--- config.mk ---
export PLATFORM = sky130hd
export DESIGN_NAME = vector_load_unit
export DESIGN_NICKNAME = d
export VERILOG_FILES = /design/src/rtl/vp_pkg.sv /design/src/rtl/vlu_assembler.sv /design/src/rtl/vector_load_unit.sv
export SDC_FILE = /design/constraint.sdc
export NUM_CORES = 1
export LEC_CHECK = 0
export BUFFER_PORTS_ARGS = -buffer_cell sky130_fd_sc_hd__buf_2
export CAP_MARGIN = 20
export CORE_AREA = 2 2 252 254
export CTS_BUF_LIST = sky130_fd_sc_hd__clkbuf_4
export DETAILED_ROUTE_END_ITERATION = 8
export DIE_AREA = 0 0 254 256
export GPL_ROUTABILITY_DRIVEN = 1
export MAX_ROUTING_LAYER = met4
export PLACE_DENSITY = 0.71
export SETUP_SLACK_MARGIN = 0.4
export SLEW_MARGIN = 20
export SYNTH_ARGS = -nofsm -noshare
export SYNTH_HDL_FRONTEND = slang
export SYNTH_SLANG_ARGS = --single-unit
--- constraint.sdc ---
create_clock -name clk -period 4.9 [get_ports clk]
set_clock_uncertainty 0.1 [all_clocks]
set_input_delay 0.735 -clock clk [delete_from_list [all_inputs] [get_ports clk]]
set_output_delay 0.735 -clock clk [all_outputs]
set_load 0.05 [all_outputs]
--- src/rtl/vp_pkg.sv ---
// Shared definitions for the vector load unit.
//   - Geometry constants: DATA_W, WORD_W, WORDS, ADDR_W, SEL_W and derived widths.
//   - vlu_state_e: FSM states of vector_load_unit.
//   - word_addr(): byte address of word idx for a (base, stride) load.
package vp_pkg;

    localparam int DATA_W     = 512;
    localparam int WORD_W     = 32;
    localparam int WORDS      = DATA_W / WORD_W;
    localparam int ADDR_W     = 32;
    localparam int SEL_W      = 2;
    localparam int WORD_BYTES = WORD_W / 8;
    // Counters must reach WORDS itself, so one extra bit over the lane index.
    localparam int CNT_W      = $clog2(WORDS + 1);
    localparam int LANE_W     = $clog2(WORDS);

    typedef enum logic [1:0] {
        IDLE  = 2'd0,
        FETCH = 2'd1,
        WRITE = 2'd2
    } vlu_state_e;

    // Address arithmetic wraps modulo 2^ADDR_W by truncation.
    function automatic logic [ADDR_W-1:0] word_addr(
        input logic [ADDR_W-1:0] base,
        input logic [CNT_W-1:0]  idx,
        input logic [ADDR_W-1:0] stride
    );
        logic [ADDR_W-1:0] idx_ext;
        idx_ext = ADDR_W'(idx);
        return base + idx_ext * stride * ADDR_W'(WORD_BYTES);
    endfunction

endpackage

--- src/rtl/vlu_assembler.sv ---
// Vector assembly buffer for the vector load unit.
// Holds WORDS lanes of WORD_W bits; one lane is written per cycle through a
// lane-indexed port. There is no clear between loads: every lane is
// overwritten by the next load before it is read out.
// Ports:
//   clk        in   clock
//   rst_n      in   asynchronous active-low reset (buffer cleared to 0)
//   wr_en_i    in   lane write enable
//   wr_lane_i  in   lane index (lane 0 = bits [WORD_W-1:0])
//   wr_data_i  in   lane data
//   vec_o      out  assembled DATA_W vector
module vlu_assembler
    import vp_pkg::*;
(
    input  logic              clk,
    input  logic              rst_n,
    input  logic              wr_en_i,
    input  logic [LANE_W-1:0] wr_lane_i,
    input  logic [WORD_W-1:0] wr_data_i,
    output logic [DATA_W-1:0] vec_o
);

    logic [WORDS-1:0][WORD_W-1:0] vec_q;

    always_ff @(posedge clk or negedge rst_n) begin
        if (!rst_n) begin
            vec_q <= '0;
        end else if (wr_en_i) begin
            vec_q[wr_lane_i] <= wr_data_i;
        end
    end

    assign vec_o = vec_q;

endmodule

--- src/rtl/vector_load_unit.sv ---
// Vector load unit: fetches WORDS consecutive memory words for one load
// command, assembles them into a DATA_W vector and writes it to the
// register file's second write port for a single cycle.
// Optional feature macro: VLU_STRIDE_EN (latch cmd_stride as the word
// stride; otherwise the stride is fixed at 1 and cmd_stride is unused).
// Ports:
//   clk, reset            clock; asynchronous active-low reset
//   cmd_valid/cmd_ready   load command handshake; cmd_dst, cmd_base, cmd_stride
//   mem_req_valid/ready   read request handshake; mem_req_addr
//   mem_rsp_valid         in-order read data strobe; mem_rsp_data
//   write_en2/sel2/data2  register-file write port (one-cycle strobe)
//   busy, done            command in flight; completion pulse with write_en2
//   dbg_state_o           current FSM state
// Handshakes: a transfer happens on a rising edge where valid && ready are
// both high. The unit's valids and the request address depend only on
// registered state, so they are stable while the partner stalls; responses
// carry no ready and are accepted whenever valid in FETCH with lanes left.
module vector_load_unit
    import vp_pkg::*;
(
    input  logic              clk,
    input  logic              reset,
    input  logic              cmd_valid,
    output logic              cmd_ready,
    input  logic [SEL_W-1:0]  cmd_dst,
    input  logic [ADDR_W-1:0] cmd_base,
    input  logic [ADDR_W-1:0] cmd_stride,
    output logic              mem_req_valid,
    input  logic              mem_req_ready,
    output logic [ADDR_W-1:0] mem_req_addr,
    input  logic              mem_rsp_valid,
    input  logic [WORD_W-1:0] mem_rsp_data,
    output logic              write_en2,
    output logic [SEL_W-1:0]  write_sel2,
    output logic [DATA_W-1:0] write_data2,
    output logic              busy,
    output logic              done,
    output vlu_state_e        dbg_state_o
);

    vlu_state_e        state_q, state_d;
    logic [SEL_W-1:0]  dst_q, dst_d;
    logic [ADDR_W-1:0] base_q, base_d;
    logic [CNT_W-1:0]  req_cnt_q, req_cnt_d;
    logic [CNT_W-1:0]  rsp_cnt_q, rsp_cnt_d;
    logic [ADDR_W-1:0] stride_w;
    logic [DATA_W-1:0] vec_w;
    logic              req_fire;
    logic              rsp_take;

`ifdef VLU_STRIDE_EN
    logic [ADDR_W-1:0] stride_q;

    always_ff @(posedge clk or negedge reset) begin
        if (!reset) begin
            stride_q <= '0;
        end else if (state_q == IDLE && cmd_valid) begin
            stride_q <= cmd_stride;
        end
    end

    assign stride_w = stride_q;
`else
    logic unused_stride;
    assign unused_stride = ^cmd_stride;
    assign stride_w      = ADDR_W'(1);
`endif

    // Responses outside FETCH or beyond the last lane are dropped; this also
    // discards stragglers from a load that was aborted by reset.
    assign req_fire = mem_req_valid && mem_req_ready;
    assign rsp_take = (state_q == FETCH) && mem_rsp_valid
                      && (rsp_cnt_q != CNT_W'(WORDS));

    always_ff @(posedge clk or negedge reset) begin
        if (!reset) begin
            state_q   <= IDLE;
            dst_q     <= '0;
            base_q    <= '0;
            req_cnt_q <= '0;
            rsp_cnt_q <= '0;
        end else begin
            state_q   <= state_d;
            dst_q     <= dst_d;
            base_q    <= base_d;
            req_cnt_q <= req_cnt_d;
            rsp_cnt_q <= rsp_cnt_d;
        end
    end

    always_comb begin
        state_d   = state_q;
        dst_d     = dst_q;
        base_d    = base_q;
        req_cnt_d = req_cnt_q;
        rsp_cnt_d = rsp_cnt_q;
        case (state_q)
            IDLE: begin
                if (cmd_valid) begin
                    state_d   = FETCH;
                    dst_d     = cmd_dst;
                    base_d    = cmd_base;
                    req_cnt_d = '0;
                    rsp_cnt_d = '0;
                end
            end
            FETCH: begin
                if (req_fire) begin
                    req_cnt_d = req_cnt_q + CNT_W'(1);
                end
                if (rsp_take) begin
                    rsp_cnt_d = rsp_cnt_q + CNT_W'(1);
                    if (rsp_cnt_q == CNT_W'(WORDS - 1)) begin
                        state_d = WRITE;
                    end
                end
            end
            WRITE: begin
                state_d = IDLE;
            end
            default: begin
                state_d = IDLE;
            end
        endcase
    end

    vlu_assembler u_asm (
        .clk       (clk),
        .rst_n     (reset),
        .wr_en_i   (rsp_take),
        .wr_lane_i (rsp_cnt_q[LANE_W-1:0]),
        .wr_data_i (mem_rsp_data),
        .vec_o     (vec_w)
    );

    assign mem_req_valid = (state_q == FETCH) && (req_cnt_q < CNT_W'(WORDS));
    assign mem_req_addr  = mem_req_valid ? word_addr(base_q, req_cnt_q, stride_w)
                                         : '0;
    assign cmd_ready     = (state_q == IDLE);
    assign busy          = !cmd_ready;
    assign write_en2     = (state_q == WRITE);
    assign done          = write_en2;
    assign write_sel2    = write_en2 ? dst_q : '0;
    assign write_data2   = write_en2 ? vec_w : '0;
    assign dbg_state_o   = state_q;

endmodule

== Word level (Yosys, flattened, before mapping) ==
Index checks and enable logic that the tools add are counted.
W data, S select, Z words.

* Bits of input ports: 103
* Word-level logic and storage cells: 62
* Bits in registers: 558
* Output and inout bits: 553

* Equal/unequal tests: 8
* Multiplexer cells: 15
* $add $sub $neg: 3
* $lt $le $gt $ge: 3
* Reductions and logical operators: 12

{| class="wikitable"
|+ Operator list
! kind !! count
|-
| $bwmux W512 || 1
|-
| $mux W512 || 1
|-
| $demux W32 S4 || 1
|-
| $mux W32 || 2
|-
| $add A32 B7 Y32 || 1
|-
| $pmux W5 S2 || 2
|-
| $mux W5 || 3
|-
| $add A5 B1 Y5 const B || 2
|-
| $reduce_and A3 Y1 || 3
|-
| $mux W2 || 4
|-
| $ne A2 B2 Y1 const B || 4
|-
| $eq A5 B4 Y1 const B || 1
|-
| $logic_and A1 B1 Y1 || 5
|-
| $lt A4 B5 Y1 const B || 1
|-
| $lt A5 B5 Y1 const B || 1
|-
| $ne A5 B5 Y1 const B || 1
|-
| $ge A4 B1 Y1 const B || 1
|-
| $pmux W2 S2 || 1
|-
| $eq A2 B1 Y1 const B || 1
|-
| $eq A2 B2 Y1 const B || 1
|-
| $logic_not A2 Y1 || 1
|-
| $reduce_and A2 Y1 || 1
|-
| $reduce_bool A2 Y1 || 1
|-
| $logic_not A1 Y1 || 1
|}

== Logic depth before layout (Yosys ltp) ==
Gate-level depths: netlist (run 1).

* Word-level depth: 5
* Gate-level depth with buffers: 9
* Mapped depth without buffers: 8

== Modules after synthesis ==
From an unflattened synthesis (run 1), not the netlist that was laid out.

* Cells, all modules: 2045
* Area, all modules: 25339.3 um2

{| class="wikitable"
|+ By module, submodules not included
! module !! instances !! area an instance (um2) !! sequential area each (um2) !! cells each
|-
| vlu_assembler || 1 || 19080.8 || 12812.3 || 1133
|-
| vector_load_unit || 1 || 6258.5 || 1151.1 || 912
|}

== Worst setup path after synthesis (run 1) ==
Ideal clock, no wire load.

* Path kind: reg2out
* Start: register req_cnt_q[0]
* End: output port mem_req_addr[18]
* Data required time: 4065 ps
* Setup slack: 1379 ps
* Stages on the path, launching flop included: 10
* Buffers on the path: 1
* Arrival: 2686 ps
* Cell sequence: dfrtp_1 > ha_1 > inv_1 > fa_1 > nor2b_1 > o211ai_1 > buf_2 > a2111oi_0 > xnor2_1 > nor2_1

* Word-level cells in the longest chain between the ends: 3
* Elaborated cells between the ends (all ways): 4
* Those cells by class: add/sub: 1; order compare: 1; mux: 1; reduce/logical: 1

{| class="wikitable"
|+ Ends and longest elaborated chain
! item !! line !! source
|-
| from (decl) || vector_load_unit.sv:44 || <nowiki>logic [CNT_W-1:0] req_cnt_q, req_cnt_d;</nowiki>
|-
| from (signal assigned) || vector_load_unit.sv:86 || <nowiki>req_cnt_q <= req_cnt_d;</nowiki>
|-
| branches (longest 2 deep; another with $add A32 B7 Y32) || - ||
|-
| $mux W32 (*) || vector_load_unit.sv:137 || <nowiki>assign mem_req_addr = mem_req_valid ? word_addr(base_q, req_cnt_q, stride_w)</nowiki>
|-
| to (decl) || vector_load_unit.sv:30 || <nowiki>output logic [ADDR_W-1:0] mem_req_addr,</nowiki>
|}

Mark *: on every way between the ends.

== Final worst setup path (run 1) ==
* Start: register req_cnt_q[0]
* End: output port mem_req_addr[28]

The elaborated chain is that of the path after synthesis.

==> run metrics, run 1 <==
IO buf count=623; Pint=11.1 mW; DRC viols=0; CTS clk-pin slew, worst paths=roughly 60 ps; FF+latch count, synth=558; pre-CTS WS=1320 ps; crit path cell chain=ha_1 -> inv_1 -> fa_1 -> nor2b_2 -> o211ai_1 -> buf_4 -> a2111oi_2 -> xnor2_1 -> nor2_1 -> clkbuf_4; Crit. Startpoint=req_cnt_q[0]; first-pass GRT wire length=115 mm; outcome=completed; htree depth=4; die width=254 um; Synth cell types=44; Final Hold Slack=about 270 ps; max-slew violations=0; nets=2,841; Compound-Gate Fraction of Synth Area=1.39%; setup TNS=0 ps; Synth Net Count=2,162; critical path's top delay family=adder cells; CTS buffer count=roughly 150; Flop pwr share=46.8%; DRT Wirelength=77.2 mm; Die Y=256 um; Synth Area in Adders=0.622%; number of synthesized flops with an enable pin=0; xor-xnor portion of the synthesized cell area=less than 1%; post-synthesis average cell area=around 12 um^2; startpoint types=flip-flop; Vias=18,522; crit-path max FO=12; WL per Instance=approximately 21 um; Initial Utilization=just over 40%; clk buf depth=3; Final Hold Viols=0; P_leak=16.5 nW; Peak Freq=approximately 0.23 GHz; DIE AREA=0.0650 mm^2; post-route setup slack=about 610 ps; post-route ant nets=0; CTS tree=yes; layout filler cell count=5,567; layout cells sized above 1=about half; top_reg_cell synth=dfrtp_1; top layer used by detailed routing=met4; metal3 WL=6.73 mm; vias in the first global route=19,540; sw power=5.47 mW; crit path max-delay cell type=a2111oi_2; placed inst area=0.0292 mm^2; worst skew pair latency=between 900 and 1000 ps; Synth top area share=between 50% and 60%; unrepaired setup endpoints after global routing=true; HPWL Detailed=51.2 mm; via-per-instance ratio=5.04; clock network fraction of total power=24.9%; relative slew slack=29.5%; combinational share of power=28.3%; Sw Ratio=33.1%; Power Dens Cells=between 500 and 600 mW/mm^2; mux cell area share after synthesis=22.8%; Worst Path Required=approximately 4100 ps; critical path arrival=around 3500 ps; routed wl met2=36.5 mm; grt ovf=0; wl on met1=31.6 mm; Hold Path Origin=mem_rsp_data[28]; Crit path largest cell delay=460 ps; HP Class=in -> reg; final setup fails=0; final instance area=0.0315 mm^2; simple-gate portion of the synthesized area=16.3%; I/O pin count=656; FF-to-FF Start=rsp_cnt_q[0]; FP Rows=92; Crit path buffers/inverters=3; initial antenna violation count=13; pin count of the biggest net entering global routing=130; Seq/Total Area, Yosys=55.1%; Tot GR Track Use=24.2%; synth warn=0; CP Capture Type=output port; GP Congestion=0.908; Synth area leader=dfrtp_1; Max-Cap Viols=0; Peak VDD IR=roughly 340 uV; Synth Cell Area=0.0253 mm^2; slew at the pin closest to its max-slew limit=1050 ps; Gate Count Post-Synth=slightly above 2,000; clk sinks=558; first-pass iteration count of the detailed router=5; WS Path Type=reg -> out; Root Buffer Master=clkbuf_4; fin crit share=87.5%; Synth area leaders=dfrtp_1 (55%), mux2_2 (22%), and2_1 (13%), nand2_1 (1.6%), clkbuf_1 (1.6%); core area=0.0624 mm^2; Area Growth Syn to Fin=24.5%; min Tclk post-route=4290 ps; largest family of logic cells by synthesized area=multiplexers; Initial DRC Count=1,245; Synth async-reset ratio=100%
==> area by class of cell <==
type | instances | area, um^2 | area share [%]
clock inverter | 23 | 191 | 0.607
inverter | 16 | 60.1 | 0.190
timing repair buffer | 687 | 3830 | 12.1
clock buffer | 222 | 1670 | 5.28
sequential | 558 | 14000 | 44.3
tap | 846 | 1060 | 3.36
multi-input combinational | 1316 | 10700 | 34.1
antenna | 10 | 25.0 | 0.0793
==> power by group through the flow <==
stage	registers, mW	logic, mW	clock network, mW
after floorplan	7.40	3.62	0
after global placement	7.62	4.44	0
after detailed placement	7.77	4.62	0
after CTS	7.71	4.67	4.24
after global routing	7.97	5.02	4.50
final	7.74	4.69	4.12
==> per-layer routing <==
metal	vias to the layer above	global-route usage, %
li1	8227	-
met1	9405	29.0
met2	744	36.8
met3	146	8.56
met4	0	10.1
met5	-	-
==> worst reg2reg max path, cell delays in order, from the launching register on <==
cell	delay (ps)
dfrtp_1	430
inv_1	90
ha_1	290
and2_1	210
nor4_1	690
nand2_2	820
mux2_2	550
==> layout by cell type, fill, tap and decap left out, types with 3 or more instances in the layout <==
master           n
nor2b_1          3
mux2_1           8
mux2_2         506
nor3_1           3
nand2_2         13
a21oi_1          6
o21ai_0         16
clkinv_1         7
o2111ai_1        4
dlygate4sd3_1   37
buf_4           21
nor2_1          35
nand2_1         96
o211ai_1         4
xnor2_1         16
a211oi_1         3
buf_2          615
dfrtp_1        558
buf_12           8
and2_2           4
xor2_1          11
inv_1           16
and3_1           3
inv_2            5
clkinv_2         3
a2111oi_2        8
diode_2         10
bufinv_16        3
nand3_1         11
and2_1         524
nand4_1          4
ha_1            11
clkbuf_4       225
or3_1            3
==> synth_stat cells, types with 5 or more instances <==
library cell  instances
dfrtp_1             558
and2_1              527
mux2_2              506
nand2_1             109
clkbuf_1            107
buf_2                46
nor2_1               36
inv_1                16
o21ai_0              16
xnor2_1              16
ha_1                 11
nand3_1              11
xor2_1               11
mux2_1                8
a21oi_1               6
nor2b_1               5
==> stage by stage <==
stage / util [%] / instances / total power [mW]
global placement: 46.8 / 3385 / 12.1
global route: 50.5 / 3678 / 17.5
CTS: 50.4 / 3668 / 16.6
finish: 50.5 / 3678 / 16.5
floorplan: - / 2047 / 11.0
detailed placement: 46.8 / 3385 / 12.4
==> flip-flops by register name, summed over array words and instances (netlist names) <==
name	cells
base_q	32
dbg_state_o	2
dst_q	2
req_cnt_q	5
rsp_cnt_q	5
u_asm.vec_o	512
==> cell families (layout without fill, tap and decap cells) <==
family                   Yosys count  count (layout)
XOR/XNOR                          27              27
flip-flops                       558             558
AO/OA/AOI/OAI                     46              46
AND/OR/NAND/NOR                  717             717
adder cells (fa/ha/maj)           12              12
multiplexers                     514             514
other                              0              10
buffers and inverters            173             948
==> repair_timing <==
item,CTS,global route
setup endpoints to repair,9,8
buffers inserted,1,0
resized for setup,8,14
hold endpoints to repair,140,0
pin swaps,1,0
hold buffers,37,0
==> path summary, 6_finish.rpt <==
kind,cells after the start,to,slack (ps)
worst max-delay path,10,mem_req_addr[28],610
min in group asynchronous,2,u_asm.vec_o[510],360
worst min-delay path,2,u_asm.vec_o[252],270
max in group asynchronous,4,u_asm.vec_o[279],3060
worst min register to register,1,u_asm.vec_o[228],380
worst max register to register,6,u_asm.vec_o[67],1550
No activity file was read; power rests on OpenSTA's default activity.
==> inputs of run 2 (changes only) <==
ABC_AREA = 1   (was not set)
CORE_AREA = 2 2 256 258   (was 2 2 252 254)
DIE_AREA = 0 0 258 260   (was 0 0 254 256)
==> run 2 against run 1 <==
Synthesized area rose by 3.2%; non-clock buffer count rose by 1; sequential cell count did not move; final area rose by 0.84%; routed wire length rose by 4.3%; utilization fell by 0.95 points; worst setup slack improved by 71 ps; highest routed layer unchanged; global-route usage rose by 0.20 points; first-iteration DRC count rose by 55%; total power rose by 4.6%; worst hold slack got worse by 110 ps; combinational power rose by 14%.
==> run metrics, run 2 <==
Root Buffer Master=clkbuf_4; HP Class=in -> reg; most used cell, CP=nand2_1; clk sinks=558; CP Capture Type=output port; final setup fails=0; DRC viols=0; grt ovf=0; Synth area leader=dfrtp_1; worst skew pair latency=960 ps; top_reg_cell synth=dfrtp_1; Synth cell types=30; Die Y=~260 um; die width=258 um; crit-path max FO=5; htree depth=4; Initial DRC Count=1,935; IO buf count=623; startpoint types=flip-flop; Max-Cap Viols=0; first-pass GRT wire length=123 mm; wl on met1=32.7 mm; Synth top area share=between 50% and 60%; layout cells sized above 1=25.3%; unrepaired setup endpoints after global routing=false; routed wl met2=39.8 mm; synth warn=0; Synth Net Count=about 3,400; CTS buffer count=153; Power Dens Cells=between 500 and 600 mW/mm^2; clock network fraction of total power=24.3%; combinational share of power=30.8%; pin count of the biggest net entering global routing=approximately 120; critical path arrival=3380 ps; DIE AREA=~0.067 mm^2; Synth Cell Area=0.0261 mm^2; Cell Count, Final, Fillers Out=4,912; Crit path buffers/inverters=3; crit path max-delay cell type=dfrtp_1; sw power=6.80 mW; via-per-instance ratio=4.72; I/O pin count=around 660; relative slew slack=roughly a third; Pint=10.5 mW; HPWL Detailed=53.0 mm; Crit path largest cell delay=approximately 420 ps; top layer used by detailed routing=met4; Vias=23,204; DRT Wirelength=80.5 mm; initial antenna violation count=2; most common cell after layout, fill and taps aside=nand2_1; Worst Path Required=4070 ps; Tot GR Track Use=24.4%; number of synthesized flops with an enable pin=0; setup TNS=0 ps; Synth async-reset ratio=between 90% and 100%; Design Power=around 17 mW; Synth area leaders=dfrtp_1 (53%), nand2_1 (9.8%), nor2_1 (8.8%), inv_1 (8.7%), o21ai_0 (5.6%); post-synthesis average cell area=7.93 um^2; core area=0.0641 mm^2; GP Congestion=0.942; clk buf depth=3; crit path cell chain=ha_1 -> inv_1 -> fa_1 -> inv_1 -> nand2_1 -> nand2_1 -> nand2_1 -> o21ai_0 -> a21oi_1 -> nor2_1 -> buf_2; FF+latch count, synth=~560; most frequent cells in the layout=nand2_1 (680), buf_2 (622), nor2_1 (611); Post-Place Cells=4,606; fin crit share=around 86%; Peak VDD IR=459 uV; Area Growth Syn to Fin=21.6%; max reg flops=512; fin util=49.6%; post-cts repair resize count=0; outcome=completed; most common cell in the synthesized netlist=nand2_1; first-pass iteration count of the detailed router=5; Initial Utilization=about two fifths; WS Path Type=reg -> out; Sw Ratio=39.3%; metal3 WL=approximately 4.3 mm; max-slew violations=0; WL per Instance=16.4 um; Gate Count Post-Synth=3,296; min Tclk post-route=4220 ps; post-route ant nets=0; Peak Freq=approximately 0.24 GHz; nets=4,057; CTS clk-pin slew, worst paths=around 70 ps; critical path's top delay family=adder cells; Seq/Total Area, Yosys=53.4%; Post-synth top cells=nand2_1 (680), nor2_1 (611), inv_1 (604); Final Hold Viols=0; vias in the first global route=21,973; slew at the pin closest to its max-slew limit=between 1000 and 1500 ps; P_leak=17.5 nW; FP Rows=93; CTS tree=yes; Flop pwr share=44.9%
-- run 2: path summary, 6_finish.rpt --
path                             startpoint          endpoint  slack (ps)  depth (start not counted)
max in group asynchronous             reset   u_asm.vec_o[59]        3150                          4
hold reg to reg            u_asm.vec_o[318]  u_asm.vec_o[318]         380                          2
setup reg to reg             dbg_state_o[0]          dst_q[0]        2160                          6
hold / removal                mem_rsp_valid    dbg_state_o[1]         150                          5
min in group asynchronous             reset  u_asm.vec_o[252]         400                          2
setup / recovery               req_cnt_q[0]  mem_req_addr[30]         680                         11
-- run 2: stage by stage --
| step | hold WS (ps) | instance area, um^2 | worst slack [ps] |
|---|---|---|---|
| floorplan | 339 | 26100 | 1290 |
| global placement | 364 | 29500 | 1710 |
| detailed placement | 367 | 29500 | 1710 |
| CTS | 5.31 | 31800 | 597 |
| global route | 69.5 | 31800 | 432 |
| finish | 153 | 31800 | 682 |
-- run 2: cells by family after synthesis --
kind of cell    share of synthesized area (%)
fa+ha+maj                               0.603
xor+xnor                                0.101
buf+inv                                  13.2
simple gates                             20.3
flops                                    53.4
compound gates                           12.4
-- run 2: power by group through the flow --
stage / registers (mW) / logic [mW] / clock network [mW]
finish: 7.78 / 5.33 / 4.20
global route: 8.02 / 6.11 / 4.55
CTS: 7.75 / 5.35 / 4.31
detailed placement: 7.80 / 5.31 / 0
global placement: 7.73 / 5.15 / 0
floorplan: 7.52 / 4.26 / 0
-- run 2: routing by layer --
layer	vias to the layer above	global-route usage [%]
met3	218	4.15
met1	10850	28.8
met2	905	40.0
met5	-	-
met4	0	13.0
li1	11231	-
-- run 2: tightest hold or removal path: stages --
cell and delay, ps:
buf_2 100, inv_1 90, nor2_4 50, nand2_4 90, nor2_1 80
-- run 2: cell type report --
| class | count | area (um^2) |
|---|---|---|
| fillers | 6277 | 32300 |
| flip-flops and latches | 558 | 14000 |
| multi-input cells | 1933 | 8740 |
| repair buffers | 688 | 3790 |
| inverters | 608 | 2300 |
| clock buffers | 223 | 1670 |
| well taps | 855 | 1070 |
| clock inverters | 43 | 251 |
| diodes | 4 | 10.0 |
-- run 2: repair_timing --
| item | in CTS | in global routing |
|---|---|---|
| hold buffers | 36 | 0 |
| endpoints found under the hold margin | 139 | 0 |
| endpoints found under the setup margin | 0 | 0 |
| buffers inserted | 0 | 0 |
==> inputs of run 3 (changes only) <==
CORE_AREA = 2 2 259 261   (was 2 2 256 258)
DIE_AREA = 0 0 261 263   (was 0 0 258 260)
GPL_ROUTABILITY_DRIVEN = 0   (was 1)
PLACE_DENSITY = 0.73   (was 0.71)
SYNTH_HIERARCHICAL = 1   (was not set)
==> run 3 against run 2 <==
Fmax up 3.4%; die area grew 2.3%; final area up 7.7%; clock power up 4%; sequential share of layout area decreased by 3.1 points; critical path depth is the same; synthesized cell count increased by 22%; worst setup slack gained 140 ps; combinational power grew 31%; critical path type unchanged.
==> run metrics, run 3 <==
max-slew violations=0; Max-Cap Viols=0; Gate Count Post-Synth=4,010; post-route ant nets=0; final instance area=0.0343 mm^2; CTS clk-pin slew, worst paths=60 ps; Worst Path Required=4070 ps; startpoint types=flip-flop; Cell Count, Final, Fillers Out=5,541; P_leak=20.2 nW; clk buf depth=3; crit path max-delay cell type=dfrtp_1; HPWL Detailed=64.2 mm; placed inst area=0.0319 mm^2; FF+latch count, synth=558; relative slew slack=25.7%; Post-synth top cells=nand2_1 (1,402), inv_1 (696), nor2_1 (598); Seq/Total Area, Yosys=49.2%; min Tclk post-route=4080 ps; synth warn=6; Synth async-reset ratio=100%; Initial Utilization=43.3%; Synth top area share=49.2%; Area Growth Syn to Fin=20.6%; Root Buffer Master=clkbuf_4; die width=261 um; crit path cell chain=ha_1 -> inv_1 -> fa_1 -> inv_1 -> nand3_1 -> nand2_1 -> nand3_1 -> nand2_1 -> o21ai_0 -> nor2_1 -> buf_2; via-per-instance ratio=5.04; CTS tree=yes; Peak Freq=approximately 0.25 GHz; slew at the pin closest to its max-slew limit=1110 ps; FP Rows=94; critical path arrival=3250 ps; grt ovf=0; DIE AREA=0.0686 mm^2; worst skew pair latency=approximately 950 ps; most frequent cells in the layout=nand2_1 (1,398), inv_1 (695), buf_2 (622); Vias=around 28,000; Synth Cell Area=0.0284 mm^2; number of synthesized flops with an enable pin=0; DRT Wirelength=about 100 mm; vias in the first global route=25,684; Power Dens Cells=564 mW/mm^2; Synth area leader=dfrtp_1; setup TNS=0 ps; crit-path max FO=5; HP Class=in -> reg; pin count of the biggest net entering global routing=approximately 150; Crit path largest cell delay=~440 ps; Tot GR Track Use=30.4%; Synth area leaders=dfrtp_1 (49%), nand2_1 (19%), inv_1 (9.2%), nor2_1 (7.9%), nand4_1 (4.4%); most common cell after layout, fill and taps aside=nand2_1; layout cells sized above 1=20.3%; DRC viols=0; Post-Place Cells=~5,300; first-pass GRT wire length=between 150 and 200 mm; critical path's top delay family=simple AND/OR/NAND/NOR gates; WL per Instance=18.6 um; Design Power=19.3 mW; Final Hold Viols=0; IO buf count=623; Crit path buffers/inverters=3; first-pass iteration count of the detailed router=6; Synth Net Count=~4,100; max reg flops=between 500 and 600; outcome=completed; initial antenna violation count=3; fin crit share=83.3%; Synth cell types=30; WS Path Type=reg -> out; Initial DRC Count=around 3,100; layout filler cell count=between 6,000 and 7,000; post-synthesis average cell area=7.08 um^2; nets=4,691; I/O pin count=656; top_reg_cell synth=dfrtp_1; CTS buffer count=152; Die Y=263 um; clk sinks=around 560; Peak VDD IR=about 360 uV; most common cell in the synthesized netlist=nand2_1; CP Capture Type=output port; final setup fails=0; htree depth=4; unrepaired setup endpoints after global routing=false; core area=~0.066 mm^2
-- run 3: cell types whose count changed in the layout (fill, tap and decap cells not counted), sizes merged, moves of 3 or more --
cell / delta
nand3: +15
clkinvlp: -4
clkbuf: -5
inv: +90
o21ai: -512
o21bai: +128
nand4: +191
buf: +13
clkinv: -9
nand2: +709
nor2: -3
bufinv: +5
-- run 3: cell type report --
| cell class | count | area, um^2 | area share [%] |
|---|---|---|---|
| antenna | 5 | 12.5 | 0.0365 |
| timing repair buffer | 702 | 3940 | 11.5 |
| multi-input combinational | 2461 | 10700 | 31.1 |
| clock buffer | 218 | 1640 | 4.78 |
| clock inverter | 30 | 308 | 0.899 |
| tap | 864 | 1080 | 3.16 |
| inverter | 703 | 2650 | 7.74 |
| sequential | 558 | 14000 | 40.8 |
-- run 3: worst min-delay path, stage by stage --
cell,delay (ps)
buf_2,70
nand2_1,40
buf_4,220
nand2_1,90
nand2_1,50
-- run 3: worst paths after layout --
| kind | start | end | slack [ps] | depth (start not counted) |
|---|---|---|---|---|
| min reg2reg | u_asm/vec_o[73] | u_asm/vec_o[73] | 370 | 2 |
| max | req_cnt_q[0] | mem_req_addr[14] | 820 | 11 |
| max reg2reg | rsp_cnt_q[0] | u_asm/vec_o[176] | 1100 | 9 |
| max in group asynchronous | reset | u_asm/vec_o[209] | 3150 | 4 |
| min | cmd_valid | base_q[9] | 150 | 5 |
| min in group asynchronous | reset | u_asm/vec_o[495] | 280 | 2 |
-- run 3: metal layers --
| layer | up-vias | share of wire (%) | global-route usage (%) |
|---|---|---|---|
| li1 | 13028 | - | - |
| met1 | 13111 | 40 | 37.8 |
| met2 | 1505 | 48 | 48.0 |
| met3 | 271 | 8.3 | 5.79 |
| met4 | 0 | 4.3 | 14.0 |
| met5 | - | 0 | - |
-- run 3: kinds of logic (layout without fill, tap and decap cells) --
| family | count (synthesis) | count (layout) | synth area share (%) |
|---|---|---|---|
| AND/OR/NAND/NOR | 2262 | 2262 | 32.1 |
| flip-flops | 558 | 558 | 49.2 |
| XOR/XNOR | 4 | 4 | 0.123 |
| other | 0 | 5 | 0 |
| buffers and inverters | 991 | 1653 | 13.7 |
| adder cells (fa/ha/maj) | 10 | 10 | 0.467 |
| AO/OA/AOI/OAI | 185 | 185 | 4.41 |
-- run 3: power by group --
part / internal [mW] / switching (mW) / leakage [nW]
Clock: 2.35 / 2.03 / 1.15
Combinational: 1.97 / 5.01 / 12.0
Sequential: 6.66 / 1.28 / 7.03
-- run 3: what timing repair did --
item / CTS / global route
setup buffers: 0 / 0
hold endpoints to repair: 129 / 0
hold buffers: 37 / 0
gates resized for setup: 0 / 0
-- run 3: per-stage QoR --
stage                     utilization, %  worst slack (ps)  hold slack, ps
after global routing                52.2               538            59.7
after global placement              48.6              1130             353
after CTS                           52.2               753            47.1
after floorplan                        -              1680             339
after detailed placement            48.6              1080             358
final                               52.2               820             151
